### src/rtl/fifo_stream_reader.sv
// Read side of a synchronous FIFO turned into a valid/ready stream through a 2-entry skid buffer.
// Optional m_parity output (XOR of m_data) is built only when FIFO_STREAM_PARITY_EN is defined.
//
// state    | meaning
// ---------+-------------------------------------------
// ST_EMPTY | no word buffered, m_valid low
// ST_ONE   | one word buffered in head
// ST_TWO   | two words buffered, head is the oldest
module fifo_stream_reader #(
    parameter int DATA_WIDTH = 32,
    parameter int CNT_WIDTH  = 16
) (
    input  logic                  clk,
    input  logic                  rst,
    input  logic                  fifo_empty,
    output logic                  fifo_rd_en,
    input  logic [DATA_WIDTH-1:0] fifo_data,
    output logic                  m_valid,
    input  logic                  m_ready,
    output logic [DATA_WIDTH-1:0] m_data,
    output logic [CNT_WIDTH-1:0]  words_out
`ifdef FIFO_STREAM_PARITY_EN
    ,
    output logic                  m_parity
`endif
);

    typedef enum logic [1:0] {
        ST_EMPTY = 2'd0,
        ST_ONE   = 2'd1,
        ST_TWO   = 2'd2
    } occ_e;

    occ_e                  state_q, state_d;
    logic [DATA_WIDTH-1:0] head_q, head_d;
    logic [DATA_WIDTH-1:0] tail_q, tail_d;
    logic                  inflight_q, inflight_d;
    logic                  armed_q;
    logic [CNT_WIDTH-1:0]  count_q, count_d;

    logic                  xfer;
    logic                  capture;
    logic [1:0]            occ;
    logic [1:0]            pending;

    always_comb begin
        occ        = state_q;
        xfer       = (state_q != ST_EMPTY) && m_ready;
        capture    = inflight_q;
        // Slots committed once this cycle settles; a new read is only safe if one stays free.
        pending    = occ + {1'b0, inflight_q} - {1'b0, xfer};
        fifo_rd_en = armed_q && !fifo_empty && (pending < 2'd2);
        inflight_d = fifo_rd_en;
        count_d    = count_q + {{(CNT_WIDTH-1){1'b0}}, xfer};

        state_d = state_q;
        head_d  = head_q;
        tail_d  = tail_q;
        case (state_q)
            ST_EMPTY: begin
                if (capture) begin
                    head_d  = fifo_data;
                    state_d = ST_ONE;
                end
            end
            ST_ONE: begin
                case ({capture, xfer})
                    2'b11: head_d = fifo_data;
                    2'b10: begin
                        tail_d  = fifo_data;
                        state_d = ST_TWO;
                    end
                    2'b01: state_d = ST_EMPTY;
                    default: ;
                endcase
            end
            ST_TWO: begin
                if (xfer) begin
                    head_d = tail_q;
                    if (capture) begin
                        tail_d = fifo_data;
                    end else begin
                        state_d = ST_ONE;
                    end
                end
            end
            default: state_d = ST_EMPTY;
        endcase
    end

    always_ff @(posedge clk or posedge rst) begin
        if (rst) begin
            state_q    <= ST_EMPTY;
            head_q     <= '0;
            tail_q     <= '0;
            inflight_q <= 1'b0;
            armed_q    <= 1'b0;
            count_q    <= '0;
        end else begin
            state_q    <= state_d;
            head_q     <= head_d;
            tail_q     <= tail_d;
            inflight_q <= inflight_d;
            armed_q    <= 1'b1;
            count_q    <= count_d;
        end
    end

    assign m_valid   = (state_q != ST_EMPTY);
    assign m_data    = head_q;
    assign words_out = count_q;

`ifdef FIFO_STREAM_PARITY_EN
    assign m_parity = ^head_q;
`endif

endmodule

### config.mk
export PLATFORM = sky130hd
export DESIGN_NAME = fifo_stream_reader
export DESIGN_NICKNAME = d
export VERILOG_FILES = /design/src/rtl/fifo_stream_reader.sv
export SDC_FILE = /design/constraint.sdc
export NUM_CORES = 1
export LEC_CHECK = 0
export CAP_MARGIN = 5
export CORE_MARGIN = 2
export CORE_UTILIZATION = 51
export DETAILED_ROUTE_END_ITERATION = 8
export PLACE_DENSITY = 0.85
export SYNTH_ARGS = -nofsm -noshare
export SYNTH_HDL_FRONTEND = slang
export SYNTH_SLANG_ARGS = --single-unit
### constraint.sdc
create_clock -name clk -period 3.05 [get_ports clk]
set_input_delay 0.61 -clock clk [delete_from_list [all_inputs] [get_ports clk]]
set_output_delay 0.61 -clock clk [all_outputs]
set_load 0.02 [all_outputs]
=== Word level (Yosys, flattened, before mapping) ===
Cells that the tools add are included.
Widths: inputs -> output; s select.

* Register bits after elaboration: 84
* Input bits: 36
* Output and inout port bits: 50
* Logic and storage cells: 45

* Add/sub/neg operators: 3
* $lt $le $gt $ge: 1
* Equal/unequal tests: 12
* Mux-type cells: 12
* Reduce and logical (&&, ||, !) cells: 11

{| class="wikitable"
|+ Operators with widths
! operator !! count
|-
| $mux 32 || 5
|-
| $pmux 32 s3 || 1
|-
| $pmux 32 s2 || 1
|-
| $add 16x1->16 || 1
|-
| $reduce_and 4->1 || 3
|-
| $ne 2x2->1 const B || 5
|-
| $eq 2x2->1 const B || 3
|-
| $mux 2 || 3
|-
| $pmux 2 s3 || 1
|-
| $eq 2x1->1 const B || 2
|-
| $pmux 2 s2 || 1
|-
| $reduce_bool 2->1 || 2
|-
| $logic_and 1x1->1 || 3
|-
| $ne 3x2->1 const B || 1
|-
| $reduce_bool 3->1 || 1
|-
| $add 2x1->2 || 1
|-
| $logic_not 2->1 || 1
|-
| $lt 2x2->1 const B || 1
|-
| $ne 2x1->1 const B || 1
|-
| $sub 2x1->2 || 1
|-
| $logic_not 1->1 || 1
|}

=== Logic depth before layout (Yosys ltp) ===
Gate-level depths: netlist of run 1.

* Depth after elaboration: 5
* Gate-level depth with buffers: 7
* Gate-level depth less buffers: 6

=== Worst setup path after synthesis of run 1 ===
Ideal clock, no wire load.

* Path type: input to output
* Start point: input port m_ready
* End point: output port fifo_rd_en
* Arrival: 1405 ps
* Required time: 2440 ps
* Path slack: 1035 ps
* Stages on the path: 4
* Path buffers: 1
* Cell sequence: buf_4 > inv_1 > and4_1 > o311a_1

* Cells in the longest elaborated chain, start to end: 4

{| class="wikitable"
|+ RTL lines
! item !! RTL line !! RTL
|-
| from (decl) || 19 || <nowiki>input logic m_ready,</nowiki>
|-
| $logic_and 1x1->1 || 48 || <nowiki>xfer = (state_q != ST_EMPTY) && m_ready;</nowiki>
|-
| $sub 2x1->2 || 51 || <nowiki>pending = occ + {1'b0, inflight_q} - {1'b0, xfer};</nowiki>
|-
| $lt 2x2->1 || 52 || <nowiki>fifo_rd_en = armed_q && !fifo_empty && (pending < 2'd2);</nowiki>
|-
| $logic_and 1x1->1 || 52 ||
|-
| to (decl) || 16 || <nowiki>output logic fifo_rd_en,</nowiki>
|}

No other way between the ends.

=== Worst setup path after layout of run 1 ===
Ends and elaborated chain as after synthesis.

==> run_results.csv, run 1 <==
group,metric,value,unit
die,start_util,52.6,%
sta,hold_viol,0,
power_and_ir_drop,powerDensity,767,nW/µm²
sta,final.setup.tns,0,ps
clock_tree,cts_root_buffer,"clkbuf_8",
worst_setup_path,worstPathRequired,2440,ps
worst_setup_path,end_kind,"primary output",
clock_tree,clock_path_buffers,2,
global_route,grt_usage,17.4,%
clock_tree,postCtsHoldBufs,0,
worst_setup_path,cp_max_fo,3,
sta,min_period,2870,ps
layout,final_cells,455,
synthesis,synth-seq-area-share,52.0,%
sta,finalCritPeriodShare,94.0,%
synthesis,synth_top_area_share,52.0,%
layout,n_antenna_cell,0,
placed_design,port_buffers,85,
synthesis,syn_nets,299,
placed_design,gp_congestion,0.774,
global_route,grt_overflow,0,
worst_setup_path,cp-start-kind,"input port",
power_and_ir_drop,p_leak,2.35,nW
global_route,grt_pass1_wl,11.9,mm
synthesis,ys_top_cells_by_area,"dfrtp_1 52%, mux2_4 22%, mux2_1 5.6%",
global_route,antenna_found_initial,0,
synthesis,yosysUniqueCellTypes,36,
clock_tree,htreeDepth,3,
die,fp.dieH,93.0,µm
worst_setup_path,critPathMostFrequentCell,"clkdlybuf4s50_1",
placed_design,dp_cells,439,
clock_tree,cts_buffers,9,
layout,n_fill_cell,589,
sta,finClkSkew,6.51,ps
sta,worst_slew_pin_slew,655,ps
power_and_ir_drop,vdd_drop_max,0.000461,V
die,rows,32,
drt,first_iter_violations,56,
synthesis,syn_area,4040,µm²
clock_tree,cts_resized,0,
layout,layout.nets,386,
drt,via_per_inst,5.04,
layout,area_growth,26.3,%
synthesis,synth.avg_cell_area,15.5,µm²
worst_setup_path,critPathLaunch,"m_ready",
sta,slew_headroom,56.4,%
min_path,min_from,"words_out[15]$_DFF_PP0_",
synthesis,yosys_warnings,0,
drt,wirelength,7.17,mm
drt,ant_nets,0,
job,max-cap-violations,0,
sta,slew_violations,0,
synthesis,synth_largest_area_cell,"dfrtp_1",
synthesis,synth-seq-cells,84,
clock_tree,cts_tree,"done",
sta,fmax,349,MHz
die,die_area,8650,µm²
placed_design,dp_hpwl,4.85,mm
drt,drc,0,
clock_tree,clk_latency,340,ps
synthesis,synth_cells,261,
drt,dr.pass1.iters,4,
layout,utilization,66.4,%
placed_design,pre_cts_slack,181,ps
drt,wl_per_cell,15.8,µm
worst_setup_path,reg2reg_from,"occ[1]$_DFFE_PP0P_",
clock_tree,cts_setup_buffers,0,
worst_setup_path,worstPathCellList,"clkdlybuf4s50_1 > inv_1 > and4_1 > o311a_1 > clkdlybuf4s50_1",
min_path,hp-class,"reg -> reg",
global_route,grt_max_degree,53,
die,io_pins,86,
die,die_w,93.0,µm
sta,rsz0062_at_grt,"false",
die,core_area,7690,µm²
outcome,status,"finished, final reports clean",
sta,setup_viol,0,
worst_setup_path,crit_path_top_delay_cell,"clkdlybuf4s50_1",
clock_tree,clk_pin_slew,80,ps
layout,drive_gt1_share,29.5,%
worst_setup_path,crit_arrival,2260,ps
worst_setup_path,max_stage_delay,540,ps
drt,vias,2292,
worst_setup_path,critPathKind,"in -> out",
global_route,grt_pass1_vias,2444,
clock_tree,numClockSinks,84,
sta,setup_slack,182,ps
worst max-delay path: cells and delay by family:
kind                   cells  cell delay, ps
AO/OA/AOI/OAI              1             340
buffers and inverters      3            1120
AND/OR/NAND/NOR            1             190
cell usage in the layout (no fill, tap or decap), drive strengths merged:
cell           netlist  final
a21oi                4      4
and3                 2      2
nor2                 3      3
nand2b               2      2
dfrtp               84     84
o22ai                1      1
mux2                96     96
clkinv               0      4
nand4                4      4
clkbuf               0      9
clkdlybuf4s50        0     85
and3b                1      1
and4                 1      1
o2bb2ai              1      1
buf                 14      5
xnor2                5      5
mux2i                1      1
nand2                3      3
o311a                1      1
xor2                 9      9
nor4                 4      4
nor3                 3      3
nand3                6      6
or2                  1      1
ha                   2      2
inv                  5      6
o21ai                2      2
nor2b                2      2
clkinvlp             0      2
conb                 1      1
and2                 1      1
nor3b                2      2
area by class of cell:
| cell class | count | area, µm² | area share [%] |
|---|---|---|---|
| flip-flops and latches | 84 | 2100 | 41.2 |
| multi-input cells | 158 | 1770 | 34.6 |
| repair buffers | 90 | 913 | 17.9 |
| well taps | 102 | 128 | 2.50 |
| clock buffers | 9 | 124 | 2.43 |
| clock inverters | 7 | 51.3 | 1.01 |
| inverters | 5 | 20.0 | 0.392 |
kinds of logic after synthesis:
logic type	share of synthesized area, %
simple gates	5.26
mux	32.6
other cells	0.0928
buf+inv	4.49
fa+ha+maj	0.619
flops	52.0
compound gates	1.92
xor+xnor	3.03
cell usage after synthesis:
cell type and number:
mux2_2 17, buf_6 6, nand2b_4 1, o22ai_1 1, o21ai_2 1, and3_1 2, nand2b_1 1, o21ai_0 1
and3b_1 1, nor2_1 3, inv_1 5, and4_1 1, nor3b_1 1, mux2_1 20, mux2i_2 1, nor3_1 3
buf_12 3, nand3_1 6, o2bb2ai_4 1, buf_4 4, o311a_1 1, and2_1 1, xnor2_1 5, or2_2 1
mux2_4 59, ha_1 2, xor2_1 9, dfrtp_1 84, nand2_1 3, a21oi_1 4, nor4_1 4, buf_2 1
nor3b_2 1, conb_1 1, nor2b_1 2, nand4_1 4
per-stage QoR:
step / power (W) / instance area (µm²) / hold WS, ps
after floorplan: 0.00266 / 4040 / 460
after global placement: 0.00317 / 4930 / 470
after detailed placement: 0.00324 / 4930 / 477
after CTS: 0.00396 / 5100 / 493
after global routing: 0.00413 / 5100 / 504
final: 0.00391 / 5100 / 481
per-layer routing:
layer	wire, µm	track usage (%)
met5	0	0
met4	85	5.15
met3	324	4.19
met2	3480	28.9
met1	3280	22.9
path summary, 6_finish.rpt:
kind | endpoint | slack [ps] | depth (start not counted)
setup / recovery | fifo_rd_en | 180 | 5
hold / removal | words_out[15]$_DFF_PP0_ | 480 | 1
setup reg to reg | words_out[13]$_DFF_PP0_ | 1080 | 6
hold reg to reg | words_out[15]$_DFF_PP0_ | 480 | 1
max in group asynchronous | occ[0]$_DFFE_PP0P_ | 1720 | 3
min in group asynchronous | m_data[16]$_DFFE_PP0P_ | 640 | 2
where the power goes:
| part | internal (W) | switching, W | leakage, nW |
|---|---|---|---|
| combinational | 0.000849 | 0.000569 | 1.25 |
| sequential | 0.00153 | 0.000265 | 1.02 |
| clock | 0.000300 | 0.000405 | 0.0860 |
| total | 0.00268 | 0.00124 | 2.35 |
registers in the layout (all words and copies together) (netlist names):
register	cells
armed_q	1
capture	1
m_data	32
occ	2
tail_q	32
words_out	16
No activity file was read; power rests on OpenSTA's default activity.
==> run 2: changes to the inputs <==
Settings changed: ABC_CLOCK_PERIOD_IN_PS from default to 3050, PLACE_DENSITY 0.85 to 0.84.
==> run_results.csv, run 2 (same netlist as run 1, synthesis figures left out) <==
group,metric,value,unit
global_route,grt_usage,18.2,%
die,start_util,52.6,%
global_route,grt_pass1_vias,2452,
placed_design,gp_congestion,0.741,
power_and_ir_drop,vdd_drop_max,0.000415,V
die,rows,32,
die,io_pins,86,
clock_tree,cts_root_buffer,"clkbuf_8",
layout,layout.nets,386,
power_and_ir_drop,internal-power,0.00292,W
worst_setup_path,end_kind,"primary output",
worst_setup_path,worstPathCellList,"clkdlybuf4s50_1 > inv_1 > and4_1 > o311a_1 > clkdlybuf4s50_1",
worst_setup_path,worstPathRequired,2440,ps
job,max-cap-violations,0,
global_route,grt_max_degree,53,
power_and_ir_drop,power_frac_seq,43.1,%
worst_setup_path,path_buf_inv,3,
global_route,grt_overflow,0,
global_route,grt_pass1_wl,12.3,mm
sta,hold_viol,0,
clock_tree,clock_path_buffers,2,
worst_setup_path,critPathKind,"in -> out",
clock_tree,cts_buffers,9,
clock_tree,postCtsHoldBufs,0,
layout,multi_input_area,1770,µm²
power_and_ir_drop,p_comb_share,34.2,%
die,core_area,7690,µm²
die,die_area,8650,µm²
drt,drc,0,
worst_setup_path,crit_family,"buffers and inverters",
clock_tree,clk_pin_slew,80,ps
worst_setup_path,cp-start-kind,"input port",
sta,finClkSkew,14.3,ps
worst_setup_path,cp_max_fo,3,
power_and_ir_drop,powerDensity,804,nW/µm²
clock_tree,numClockSinks,84,
layout,layout_common_cells,"85 x clkdlybuf4s50_1, 84 x dfrtp_1, 59 x mux2_4",
placed_design,pre_cts_slack,191,ps
layout,regArea,2100,µm²
clock_tree,htreeDepth,3,
placed_design,dp_hpwl,5.14,mm
layout,n_fill_cell,582,
outcome,status,"finished, final reports clean",
worst_setup_path,crit_path_top_delay_cell,"clkdlybuf4s50_1",
sta,finalCritPeriodShare,93.7,%
worst_setup_path,max_stage_delay,540,ps
power_and_ir_drop,p_sw_share,29.8,%
die,fp.dieH,93.0,µm
drt,dr.pass1.iters,4,
drt,wl_per_cell,16.4,µm
sta,fmax,350,MHz
sta,rsz0062_at_grt,"false",
drt,wirelength,7.47,mm
die,die_w,93.0,µm
layout,drive_gt1_share,29.2,%
sta,worst_slew_pin_slew,644,ps
clock_tree,cts_tree,"done",
layout,n_antenna_cell,0,
layout,area_growth,28.2,%
min_path,hp-class,"reg -> reg",
power_and_ir_drop,p_leak,2.39,nW
drt,via_per_inst,5.14,
placed_design,port_buffers,85,
sta,final.setup.tns,0,ps
drt,ant_nets,0,
clock_tree,cts_resized,0,
sta,hold_ws,488,ps
layout,design_area,5180,µm²
sta,setup_slack,192,ps
sta,min_period,2860,ps
global_route,antenna_found_initial,0,
sta,slew_violations,0,
drt,vias,2337,
placed_design,place_area,4940,µm²
layout,final_common_cell,"clkdlybuf4s50_1",
drt,first_iter_violations,36,
worst_setup_path,crit_arrival,2250,ps
power_and_ir_drop,p_switching,0.00124,W
clock_tree,cts_setup_buffers,0,
worst_setup_path,critPathMostFrequentCell,"clkdlybuf4s50_1",
power_and_ir_drop,p_clk_share,22.7,%
sta,slew_headroom,57.1,%
clock_tree,clk_latency,340,ps
sta,setup_viol,0,
[run 2: cell types whose count changed in the layout (fill, tap and decap cells not counted), sizes merged]
| cell | before | now |
|---|---|---|
| inv | 6 | 4 |
| bufinv | 0 | 3 |
| clkbuf | 9 | 10 |
| clkinvlp | 2 | 0 |
[run 2: path summary, 6_finish.rpt]
| check | start | to | slack [ps] | cells past startpoint |
|---|---|---|---|---|
| min reg2reg | words_out[15]$_DFF_PP0_ | words_out[15]$_DFF_PP0_ | 490 | 1 |
| min | words_out[15]$_DFF_PP0_ | words_out[15]$_DFF_PP0_ | 490 | 1 |
| max reg2reg | occ[1]$_DFFE_PP0P_ | words_out[11]$_DFF_PP0_ | 1050 | 6 |
| max | m_ready | fifo_rd_en | 190 | 5 |
| min in group asynchronous | rst | m_data[18]$_DFFE_PP0P_ | 620 | 2 |
| max in group asynchronous | rst | capture$_DFF_PP0_ | 1750 | 3 |
[run 2: cell type report]
type	count	share of cell area, %
tap	102	2.46
multi-input combinational	158	34.1
timing repair buffer	90	17.9
clock inverter	6	2.17
sequential	84	40.6
inverter	5	0.386
clock buffer	10	2.46
[run 2: per-layer routing]
layer | track usage, % | part of all wire, % | up-vias | wire [µm]
li1 | - | - | 1097 | -
met1 | 25.1 | 45 | 1179 | 3350
met2 | 29.3 | 50 | 55 | 3710
met3 | 4.59 | 4.5 | 6 | 339
met4 | 4.17 | 0.91 | 0 | 68
met5 | 0 | 0 | - | 0
[run 2: metrics by stage]
stage                     power, W  instances  util, %
after floorplan            0.00266        261        -
after CTS                  0.00421        455     67.4
final                      0.00416        455     67.4
after global routing       0.00437        455     67.4
after global placement     0.00318        439     64.3
after detailed placement   0.00325        439     64.3
[run 2: power groups by stage]
stage	sequential [W]	combinational, W	clock, W
5_1_grt	0.00184	0.00151	0.00102
4_1_cts	0.00180	0.00144	0.000965
6_report	0.00179	0.00142	0.000947
3_5_place_dp	0.00181	0.00144	0
3_3_place_gp	0.00178	0.00140	0
2_1_floorplan	0.00199	0.000675	0
